$ cat config.mk
export PLATFORM = sky130hd
export DESIGN_NAME = lbp_window_fetch
export DESIGN_NICKNAME = d
export VERILOG_FILES = /design/src/rtl/lbp_window_fetch.sv
export SDC_FILE = /design/constraint.sdc
export NUM_CORES = 1
export LEC_CHECK = 0
export ABC_AREA = 1
export BUFFER_PORTS_ARGS = -buffer_cell sky130_fd_sc_hd__buf_4
export CAP_MARGIN = 20
export CORE_MARGIN = 2
export CORE_UTILIZATION = 40
export CTS_BUF_LIST = sky130_fd_sc_hd__clkbuf_16
export CTS_CLUSTER_DIAMETER = 150
export DETAILED_ROUTE_END_ITERATION = 16
export SLEW_MARGIN = 10
export SYNTH_ARGS = -nofsm -noshare
export SYNTH_HDL_FRONTEND = slang
export SYNTH_SLANG_ARGS = --single-unit
export TNS_END_PERCENT = 30
$ cat constraint.sdc
create_clock -name clk -period 7.6 [get_ports clk]
set_input_delay 1.52 -clock clk [delete_from_list [all_inputs] [get_ports clk]]
set_output_delay 1.52 -clock clk [all_outputs]
set_load 0.05 [all_outputs]
$ cat src/rtl/lbp_window_fetch.sv
// lbp_window_fetch: streams each 3x3 neighbourhood of the image into the window
// register bank and hands full windows to the LBP stage. Option: LBP_FETCH_STALL_CNT_EN.
module lbp_window_fetch #(
    parameter int IMG_W  = 128,
    parameter int IMG_H  = 128,
    parameter int ADDR_W = 14,
    parameter int DATA_W = 8
) (
    input  logic              clk,
    input  logic              reset,
    input  logic              gray_ready,
    output logic              gray_req,
    output logic [ADDR_W-1:0] gray_addr,
    input  logic [DATA_W-1:0] gray_data,
    output logic [DATA_W-1:0] win_data,
    output logic [8:0]        win_en,
    output logic              win_valid,
    input  logic              win_ack,
    output logic [ADDR_W-1:0] center_addr,
    output logic              done
`ifdef LBP_FETCH_STALL_CNT_EN
    ,
    output logic [15:0]       stall_cnt
`endif
);

    typedef enum logic [2:0] {
        S_IDLE,
        S_REQ,
        S_LAST,
        S_VALID,
        S_DONE
    } state_t;

    localparam logic [15:0] C_LAST = 16'(IMG_W - 2);
    localparam logic [15:0] R_LAST = 16'(IMG_H - 2);

    state_t      state;
    logic [15:0] r;
    logic [15:0] c;
    logic [3:0]  k;
    logic [1:0]  kr;
    logic [1:0]  kc;

    logic [1:0]        nkr;
    logic [1:0]        nkc;
    logic [15:0]       r_nx;
    logic [15:0]       c_nx;
    logic              last_win;
    logic [ADDR_W-1:0] addr_next;

    function automatic logic [ADDR_W-1:0] pix(
        input logic [15:0] row,
        input logic [15:0] col
    );
        return ADDR_W'(32'(row) * 32'(IMG_W) + 32'(col));
    endfunction

    assign win_data = gray_data;

    // Next slot inside the window and next window center in raster order
    always_comb begin
        nkr = kr;
        nkc = kc + 2'd1;
        if (kc == 2'd2) begin
            nkr = kr + 2'd1;
            nkc = 2'd0;
        end
        r_nx = r;
        c_nx = c + 16'd1;
        if (c == C_LAST) begin
            r_nx = r + 16'd1;
            c_nx = 16'd1;
        end
        last_win  = (r == R_LAST) && (c == C_LAST);
        addr_next = pix(r - 16'd1 + {14'd0, nkr},
                        c - 16'd1 + {14'd0, nkc});
    end

    // Fetch sequencer: all outputs registered, win_en trails gray_req by one cycle
    always_ff @(posedge clk or negedge reset) begin
        if (!reset) begin
            state       <= S_IDLE;
            r           <= 16'd1;
            c           <= 16'd1;
            k           <= 4'd0;
            kr          <= 2'd0;
            kc          <= 2'd0;
            gray_req    <= 1'b0;
            gray_addr   <= '0;
            win_en      <= 9'd0;
            win_valid   <= 1'b0;
            center_addr <= '0;
            done        <= 1'b0;
        end else begin
            unique case (state)
                S_IDLE: begin
                    if (gray_ready) begin
                        state       <= S_REQ;
                        k           <= 4'd0;
                        kr          <= 2'd0;
                        kc          <= 2'd0;
                        gray_req    <= 1'b1;
                        gray_addr   <= pix(r - 16'd1, c - 16'd1);
                        center_addr <= pix(r, c);
                    end
                end
                S_REQ: begin
                    win_en <= 9'd1 << k;
                    if (k == 4'd8) begin
                        gray_req <= 1'b0;
                        state    <= S_LAST;
                    end else begin
                        k         <= k + 4'd1;
                        kr        <= nkr;
                        kc        <= nkc;
                        gray_addr <= addr_next;
                    end
                end
                S_LAST: begin
                    win_en    <= 9'd0;
                    win_valid <= 1'b1;
                    state     <= S_VALID;
                end
                S_VALID: begin
                    if (win_ack) begin
                        win_valid <= 1'b0;
                        r         <= r_nx;
                        c         <= c_nx;
                        if (last_win) begin
                            state <= S_DONE;
                            done  <= 1'b1;
                        end else begin
                            state       <= S_REQ;
                            k           <= 4'd0;
                            kr          <= 2'd0;
                            kc          <= 2'd0;
                            gray_req    <= 1'b1;
                            gray_addr   <= pix(r_nx - 16'd1, c_nx - 16'd1);
                            center_addr <= pix(r_nx, c_nx);
                        end
                    end
                end
                S_DONE: begin
                    done <= 1'b1;
                end
                default: begin
                    state <= S_IDLE;
                end
            endcase
        end
    end

`ifdef LBP_FETCH_STALL_CNT_EN
    // Saturating count of cycles a full window waits on the compute stage
    always_ff @(posedge clk or negedge reset) begin
        if (!reset) begin
            stall_cnt <= 16'd0;
        end else if (state == S_VALID && !win_ack && stall_cnt != 16'hFFFF) begin
            stall_cnt <= stall_cnt + 16'd1;
        end
    end
`endif

endmodule

---- Yosys cells after proc, flatten, opt, wreduce, memory -nomap -nowiden ----
Index checks and enable logic that the tools add are counted.
cells by class
  add/subtract/negate cells ............... 16
  equal/unequal tests ..................... 14
  shifts and indexed selects .............. 1
  muxes and demuxes ....................... 41
  bitwise logic cells ..................... 1
  reduce and logical (&&, ||, !) cells .... 14
operator list
  kind                     count
  $mux W14                 7
  $add A14 B14 Y14         5
  $pmux W14 S3             1
  $add A16 B1 Y16 const B  2
  $eq A16 B7 Y1 const B    2
  $mux W16                 2
  $pmux W14 S2             1
  $sub A14 B1 Y14 const B  2
  $pmux W9 S2              1
  $mux W4                  4
  $pmux W3 S5              1
  $add A14 B2 Y14          1
  $mux W2                  7
  $sub A7 B1 Y7 const B    2
  $mux W3                  4
  $ne A2 B2 Y1 const B     6
  $pmux W2 S3              2
  $pmux W4 S3              1
  $reduce_and A5 Y1        2
  $shl A1 B4 Y9 const A    1
  $reduce_and A4 Y1        2
  $reduce_bool A2 Y1       4
  $add A7 B2 Y7            1
  $mux W1                  7
  15 further kinds         19
storage, ports and cells
  register bits ........................... 83
  output and inout bits ................... 48
  word-level logic and storage cells ...... 99

---- Longest topological paths before layout ----
Gate-level depths: netlist of run 1.
  word-level depth ........................ 7
  depth in mapped cells ................... 25
  gate-level depth less buffers ........... 24

---- Worst setup path before layout of run 1 ----
No wires, ideal clock.
  path kind ............................... register -> register
  from .................................... register r[0]
  to ...................................... register gray_addr[12]
  arrival time ............................ 3.248 ns
  data required time ...................... 7.482 ns
  slack ................................... 4.234 ns
  stages on the path, launching flop included .. 21
  path buffers ............................ 0
  clock period less this slack ............ 3.366 ns
  cell sequence ........................... dfstp_2 > inv_1 > ha_1 > inv_1 > nand3_1 > nand2_1 > nand2_2 > nor3_1 > nor2_1 > ha_1 > inv_1 > ha_1 > inv_1 > nor3_1 > nand3_1 > nand4_1 > a21oi_1 > o21ai_0 > nand4_1 > o21ai_1 > inv_1
on the way
  longest elaborated chain between the ends .. 7
  elaborated cells between the ends (all ways) .. 17
  those cells by class .................... add/sub: 7; eq/ne: 2; mux: 6; reduce/logical: 2
ends and longest elaborated chain
  item                    line  RTL
  start, declared         39    logic [15:0] r;
  start signal, assigned  128   r <= r_nx;
  $add A16 B1 Y16         72    r_nx = r + 16'd1;
  $mux W16                71    if (c == C_LAST) begin
  $sub A7 B1 Y7           139   gray_addr <= pix(r_nx - 16'd1, c_nx - 16'd1);
  $add A14 B14 Y14        56    return ADDR_W'(32'(row) * 32'(IMG_W) + 32'(col));
  $mux W14                130   if (last_win) begin
  $mux W14                126   if (win_ack) begin
  $pmux W14 S3            96    unique case (state)
  end signal, assigned    104   gray_addr <= pix(r - 16'd1, c - 16'd1);
  end signal, assigned    117   gray_addr <= addr_next;
  end signal, assigned    139
  end, declared           13    output logic [ADDR_W-1:0] gray_addr,
Parallel ways exist; a longest one is shown, timed or not. The select of a mux whose other input is x is not followed.
A chain may end at the register's enable or synchronous reset.

---- Final worst setup path of run 1 ----
Ends and elaborated chain as after synthesis.

==> results of run 1 <==
[metrics by stage]
stage                     cells  area, um^2  worst slack [ns]
after global routing       1279        7970              3.28
after CTS                  1279        7970              3.75
after floorplan            1022        7240              4.23
after global placement     1263        7670              3.87
final                      1279        7970              3.66
after detailed placement   1263        7670              3.76
[area by class of cell]
type                       count  area [um^2]
timing repair buffer          47          353
clock inverter                 7         72.6
fill                        1835         9870
tap                          229          287
clock buffer                   9          225
multi-input combinational    758         4400
sequential                    83         2080
inverter                     146          549
[cells by family after synthesis]
kind of cell    after synthesis  synth area share (%)
flops                        83                  28.7
simple gates                481                  31.3
fa+ha+maj                    62                  11.2
xor+xnor                     41                  5.07
compound gates              174                  13.2
buf+inv                     181                  10.4
[layout by cell type (no fill, tap or decap), types with 6 or more instances in the layout]
cell type  netlist  final
xnor2_1          6      6
nand2_1        218    218
o21ai_0         71     71
a21oi_1         55     55
dfrtp_1         81     81
nand3_1         91     91
nor2_1          84     84
a31oi_1         11     11
nand4_1         17     17
nor2_2           9      9
clkbuf_16        0      9
xor2_1          34     34
inv_1          132    132
or2_2            8      8
nand2_2         10     10
nor2_4           7      7
nor3_1          11     11
ha_1            57     57
o21ai_1         10     10
buf_4           11     47
inv_2           11     11
nand2_4          6      6
[worst min-delay path by stage]
stage / start / end / depth (start not counted)
after floorplan: kr[1] / kr[1] / 2
after global placement: gray_addr[2] / gray_addr[2] / 2
after detailed placement: gray_addr[2] / gray_addr[2] / 2
after CTS: gray_addr[2] / gray_addr[2] / 2
after global routing: done / done / 1
final: gray_addr[2] / gray_addr[2] / 2
[worst reg2reg max path, delay by kind of cell (launching register included)]
family                   cells  cell delay [ns]
buffers and inverters        5             0.54
flip-flops                   1             0.60
AND/OR/NAND/NOR              9             1.37
adder cells (fa/ha/maj)      3             1.05
AO/OA/AOI/OAI                3             0.27
[per-layer routing]
| metal | vias up | track usage (%) | share of wire, % |
|---|---|---|---|
| li1 | 3393 | - | - |
| met1 | 3141 | 30.3 | 46 |
| met2 | 168 | 38.8 | 48 |
| met3 | 24 | 3.57 | 4.2 |
| met4 | 0 | 6.02 | 1.8 |
| met5 | - | 0 | 0 |
[state kept, by name, indices dropped and copies added, names as in the netlist, 3 cells and up]
name,cells
r,16
k,4
gray_addr,14
state,3
c,16
win_en,9
center_addr,14
==> flow_metrics.py, run 1 <==
metrics = {
    "route": {
        "vias": 6726,
        "avgViaCountPerCell": 5.26,
        "wl_per_cell_um": 16.8,
        "drt_wl_total_um": 21500,
        "drt.antenna.violating_nets": 0,
        "first_pass_iters": 5,
        "drc": 0,
        "drt-initial-drc-count": 629,
    },
    "floorplan": {
        "start_util_pct": 40.6,
        "dieHeight_um": 139,
        "coreArea_um2": 17800,
        "fp-row-count": 49,
        "die_w_um": 139,
        "dieArea_um2": 19200,
        "pin_count": 60,
    },
    "setup_path": {
        "start_kind": "register",
        "worstSetupEndpointType": "register",
        "critPathTopFamily": "simple AND/OR/NAND/NOR gates",
        "critPathMaxFanout": 8,
        "slowest_delay_ns": 0.60,
        "path_buf_inv": 5,
        "r2r_cells": 20,
        "r2r_end": "gray_addr[12]",
        "regToRegStartpoint": "r[0]",
        "cp-startpoint": "r[0]",
        "crit_type": "reg -> reg",
        "worst-endpoint-required_ns": 7.85,
        "cp.arrival_ns": 4.19,
        "crit_chain": "inv_1, ha_1, inv_1, nand3_1, nand2_1, nand2_2, nor3_1, nor2_1, ha_1, inv_1, ha_1, inv_1, nor3_1, nand3_1, nand4_1, a21oi_1, o21ai_0, nand4_1, o21ai_1, inv_1",
        "cpMostUsedCell": "inv_1",
        "crit_end": "gray_addr[12]",
        "crit_cells": 20,
        "regToRegSetupSlack_ns": 3.66,
        "crit_slowest_cell": "dfstp_2",
    },
    "cts": {
        "clkTransAtPathRegs_ns": 0.08,
        "root_buffer": "clkbuf_16",
        "clock_latency_ns": 0.35,
        "tritoncts": "yes",
        "cts_buffers": 9,
        "clk_path_buf_depth": 2,
        "htreeDepth": 3,
        "post-cts-setup-buffers": 0,
        "cts_resized": 0,
        "cts.sinks": 83,
        "postCtsHoldBufs": 0,
    },
    "logic_synthesis": {
        "syn_inst": 1022,
        "synthesis.nets": 1096,
        "ys_async_sr_fraction_pct": 100,
        "yosys_warnings": 0,
        "synth_top_area_cell": "dfrtp_1",
        "synth_cell_types": 51,
        "synth_top_area_share_pct": 28.0,
        "syn_area_um2": 7240,
        "yosysMostFrequentCell": "nand2_1",
        "seq_area_frac_synth_pct": 28.7,
        "syn_area_per_cell_um2": 7.08,
        "synthTopCellsByArea": "dfrtp_1, nand2_1, ha_1, inv_1, nand3_1",
        "synth_common_cells": "nand2_1, inv_1, nand3_1, nor2_1, dfrtp_1",
        "synth-edff-count": 0,
        "synth_top_flop_cell": "dfrtp_1",
        "ys_ff_latch": 83,
    },
    "sta": {
        "finClkSkew_ns": 0.0113,
        "period_minus_slack_ns": 3.94,
        "fmax_ghz": 0.254,
        "slew_violations": 0,
        "tns_ns": 0,
        "slew_headroom_pct": 53.0,
        "post-route-period-util_pct": 51.8,
        "worst_pin_slew_ns": 0.700,
        "rsz0062_at_grt": "no",
        "finalHoldViolCount": 0,
        "setup-violations-final": 0,
        "hold_slack_ns": 0.471,
    },
    "global_route": {
        "first_global_vias": 6491,
        "grt_remaining_overflow": 0,
        "antenna_found_initial": 0,
        "track_usage_pct": 22.8,
        "grt_max_degree": 54,
        "grt_first_pass_wirelength_um": 34900,
    },
    "place": {
        "gp_congestion": 0.979,
        "portBuffers": 43,
        "dpl.hpwl_um": 16900,
    },
    "layout": {
        "finish.utilization_pct": 44.7,
        "antennaDiodeCount": 0,
        "syn_to_final_growth_pct": 10.1,
        "layout.nets": 1119,
        "drive_gt1_share_pct": 12.5,
    },
    "run_status": {
        "status": "complete, no violations",
    },
    "min_path": {
        "worstHoldPathType": "reg -> reg",
    },
    "flow_run": {
        "drv_cap": 0,
    },
}
Power of run 1 is not shown: default switching activity piles up to over one toggle a cycle in this logic, so the estimate is an artifact.
==> run 2, diff against run 1 <==
--- a/config.mk
+++ b/config.mk
@@ -5,7 +5,7 @@
 export SDC_FILE = /design/constraint.sdc
 export NUM_CORES = 1
 export LEC_CHECK = 0
-export ABC_AREA = 1
+export ABC_AREA = 0
 export BUFFER_PORTS_ARGS = -buffer_cell sky130_fd_sc_hd__buf_4
 export CAP_MARGIN = 20
 export CORE_MARGIN = 2
==> constraint.sdc (replaced) <==
create_clock -name clk -period 4.1 [get_ports clk]
set_input_delay 0.82 -clock clk [delete_from_list [all_inputs] [get_ports clk]]
set_output_delay 0.82 -clock clk [all_outputs]
set_load 0.05 [all_outputs]
==> run 2 against run 1 <==
Synthesized area down 6.8%. Via count down 13%. Count of clock-buffer cells in the layout unchanged. Die area down 6.6%. Clock skew up 0.00099 ns. Final cell count down 15%. First-iteration DRC count down 47%. Sequential cell count unchanged. Worst setup slack worse by 3.4 ns. Global-route usage down 1.5 points. Critical path type unchanged. Critical endpoint is now gray_addr[11].
==> flow_metrics.py, run 2 <==
metrics = {
    "run_status": {
        "status": "complete, no violations",
    },
    "logic_synthesis": {
        "synth_xor_area_share_pct": 12.4,
        "seq_area_frac_synth_pct": 30.8,
        "synth_top_flop_cell": "dfrtp_1",
        "synthMuxAreaShare_pct": 0.631,
        "synthTopCellsByArea": "dfrtp_1, ha_1, xnor2_1, nand2_1, o21ai_0",
        "synthesis.nets": 892,
        "synth-edff-count": 0,
        "synth_common_cells": "nand2_1, dfrtp_1, nor2_1, o21ai_0",
        "syn_area_um2": 6750,
        "yosys.area_share.simple_pct": 20.2,
        "synth_compound_area_share_pct": 17.3,
        "synth_top_family_by_area": "simple AND/OR/NAND/NOR gates",
        "synth_top_area_share_pct": 30.0,
        "synth_fa_ha_area_share_pct": 12.4,
        "synth_top_area_cell": "dfrtp_1",
        "ys_async_sr_fraction_pct": 100,
        "syn_inst": 818,
        "ys_ff_latch": 83,
        "syn_area_per_cell_um2": 8.25,
        "synth_cell_types": 67,
        "yosysMostFrequentCell": "nand2_1",
        "yosys_warnings": 0,
    },
    "floorplan": {
        "dieHeight_um": 134,
        "start_util_pct": 40.8,
        "coreArea_um2": 16500,
        "dieArea_um2": 17900,
        "die_w_um": 134,
        "pin_count": 60,
        "fp-row-count": 47,
    },
    "route": {
        "drc": 0,
        "drt-initial-drc-count": 331,
        "vias": 5823,
        "drt.antenna.violating_nets": 0,
        "avgViaCountPerCell": 5.38,
        "wl_per_cell_um": 16.7,
        "drt_wl_total_um": 18000,
        "first_pass_iters": 5,
    },
    "place": {
        "gp_congestion": 0.930,
        "dpl.hpwl_um": 13600,
        "portBuffers": 43,
    },
    "setup_path": {
        "crit_chain": "or4_4, or4_4, nand2_1, inv_1, fa_1, a211oi_1, o21bai_1, a31o_2, a211oi_2, xnor2_1, nor2_1, o32a_1",
        "slowest_delay_ns": 0.66,
        "critPathMaxFanout": 12,
        "cpMostUsedCell": "or4_4",
        "worst-endpoint-required_ns": 4.35,
        "crit_type": "reg -> reg",
        "worstSetupEndpointType": "register",
        "cp.arrival_ns": 4.14,
        "start_kind": "register",
        "crit_slowest_cell": "or4_4",
    },
    "layout": {
        "drive_gt1_share_pct": 13.0,
        "reg_top3": "c: 16 flops, r: 16 flops",
        "layout.nets": 931,
        "fillCellCount": 1605,
        "final_common_cell": "nand2_1",
        "syn_to_final_growth_pct": 14.3,
        "antennaDiodeCount": 0,
        "final_cell_mix": "nand2_1, dfrtp_1, buf_4, nor2_1, o21ai_0",
    },
    "power": {
        "vdd_drop_max_mv": 0.325,
        "finalPower_uw": 5490,
        "cellLeakagePower_uw": 0.00366,
        "cellPowerDensity_nw_per_um2": 712,
    },
    "cts": {
        "clock_latency_ns": 0.36,
        "postCtsHoldBufs": 0,
        "tritoncts": "yes",
        "post-cts-setup-buffers": 0,
        "clk_path_buf_depth": 2,
        "root_buffer": "clkbuf_16",
        "cts_buffers": 9,
        "cts.sinks": 83,
        "htreeDepth": 3,
        "clkTransAtPathRegs_ns": 0.07,
        "cts_resized": 0,
    },
    "sta": {
        "hold_slack_ns": 0.422,
        "finClkSkew_ns": 0.0123,
        "setup-violations-final": 0,
        "slew_violations": 0,
        "worst_pin_slew_ns": 0.955,
        "post-route-period-util_pct": 94.8,
        "slew_headroom_pct": 36.1,
        "finalHoldViolCount": 0,
        "tns_ns": 0,
        "period_minus_slack_ns": 3.89,
        "fmax_ghz": 0.257,
    },
    "global_route": {
        "antenna_found_initial": 0,
        "grt_first_pass_wirelength_um": 29800,
        "grt_remaining_overflow": 0,
        "first_global_vias": 5596,
        "track_usage_pct": 21.3,
        "grt_max_degree": 78,
    },
    "min_path": {
        "worstHoldPathType": "in -> async",
    },
    "flow_run": {
        "drv_cap": 0,
    },
}
==> run 2: cell count changes in the layout (fill, tap and decap cells not counted), sizes merged, moves of 14 or more <==
cell | previous run | this run
a21oi | 57 | 43
buf | 47 | 80
inv | 146 | 50
nand2 | 234 | 103
nand3 | 95 | 17
nor2 | 102 | 69
o21ai | 81 | 67
xnor2 | 6 | 57
==> run 2: cell families (layout without fill, tap and decap cells) <==
| logic type | after synthesis | count (layout) |
|---|---|---|
| buffers and inverters | 100 | 144 |
| AOI/OAI and AO/OA | 187 | 187 |
| DFF | 83 | 83 |
| adders and majority gates | 64 | 64 |
| and+or+nand+nor | 289 | 289 |
| muxes | 3 | 3 |
| xor gates and xnor gates | 92 | 92 |
==> run 2: per-layer routing <==
metal	global-route usage (%)	up-vias	wire length, um
met3	3.78	24	976
li1	-	2911	-
met4	7.98	0	350
met2	32.3	137	7890
met1	30.2	2751	8820
met5	0	-	0
==> run 2: area by class of cell <==
class                           instances  area (um^2)  area share [%]
Tap cell                              220          275            3.57
Timing Repair Buffer                   80          613            7.95
Multi-Input combinational cell        635         4260            55.3
Clock buffer                            9          225            2.92
Sequential cell                        83         2080            27.0
Inverter                               48          180            2.34
Clock inverter                          7         75.1           0.974
==> run 2: path summary, 6_finish.rpt <==
path	slack, ns	cells past startpoint	endpoint	start
worst max-delay path	0.21	12	gray_addr[11]	c[8]
worst min-delay path	0.42	1	gray_addr[1]	reset
worst max register to register	0.21	12	gray_addr[11]	c[8]
worst min register to register	0.47	1	done	done
max in group asynchronous	2.91	3	gray_addr[7]	reset
min in group clk	0.47	1	done	done
==> run 2: power by group <==
part           switching [uW]  total, uW  internal (uW)
clock                     377        853            476
sequential                139       1180           1040
combinational            2230       3460           1230
==> run 2: through the flow <==
step           worst slack, ns  std cells  util, %  instance area (um^2)
3_3_place_gp             0.171       1065     44.6                  7370
6_report                 0.212       1082     46.7                  7710
2_1_floorplan           0.0839        818        -                  6750
4_1_cts                  0.155       1081     46.4                  7670
5_1_grt               -0.00133       1082     46.7                  7710
3_5_place_dp             0.158       1065     44.6                  7370
==> run 2: worst max-delay path: cells and delay by family (launching register included) <==
kind	cells	cell delay (ns)
adder cells (fa/ha/maj)	1	0.45
AO/OA/AOI/OAI	5	1.26
buffers and inverters	1	0.09
XOR/XNOR	1	0.15
flip-flops	1	0.38
AND/OR/NAND/NOR	4	1.44
No activity file was read; power rests on OpenSTA's default activity.
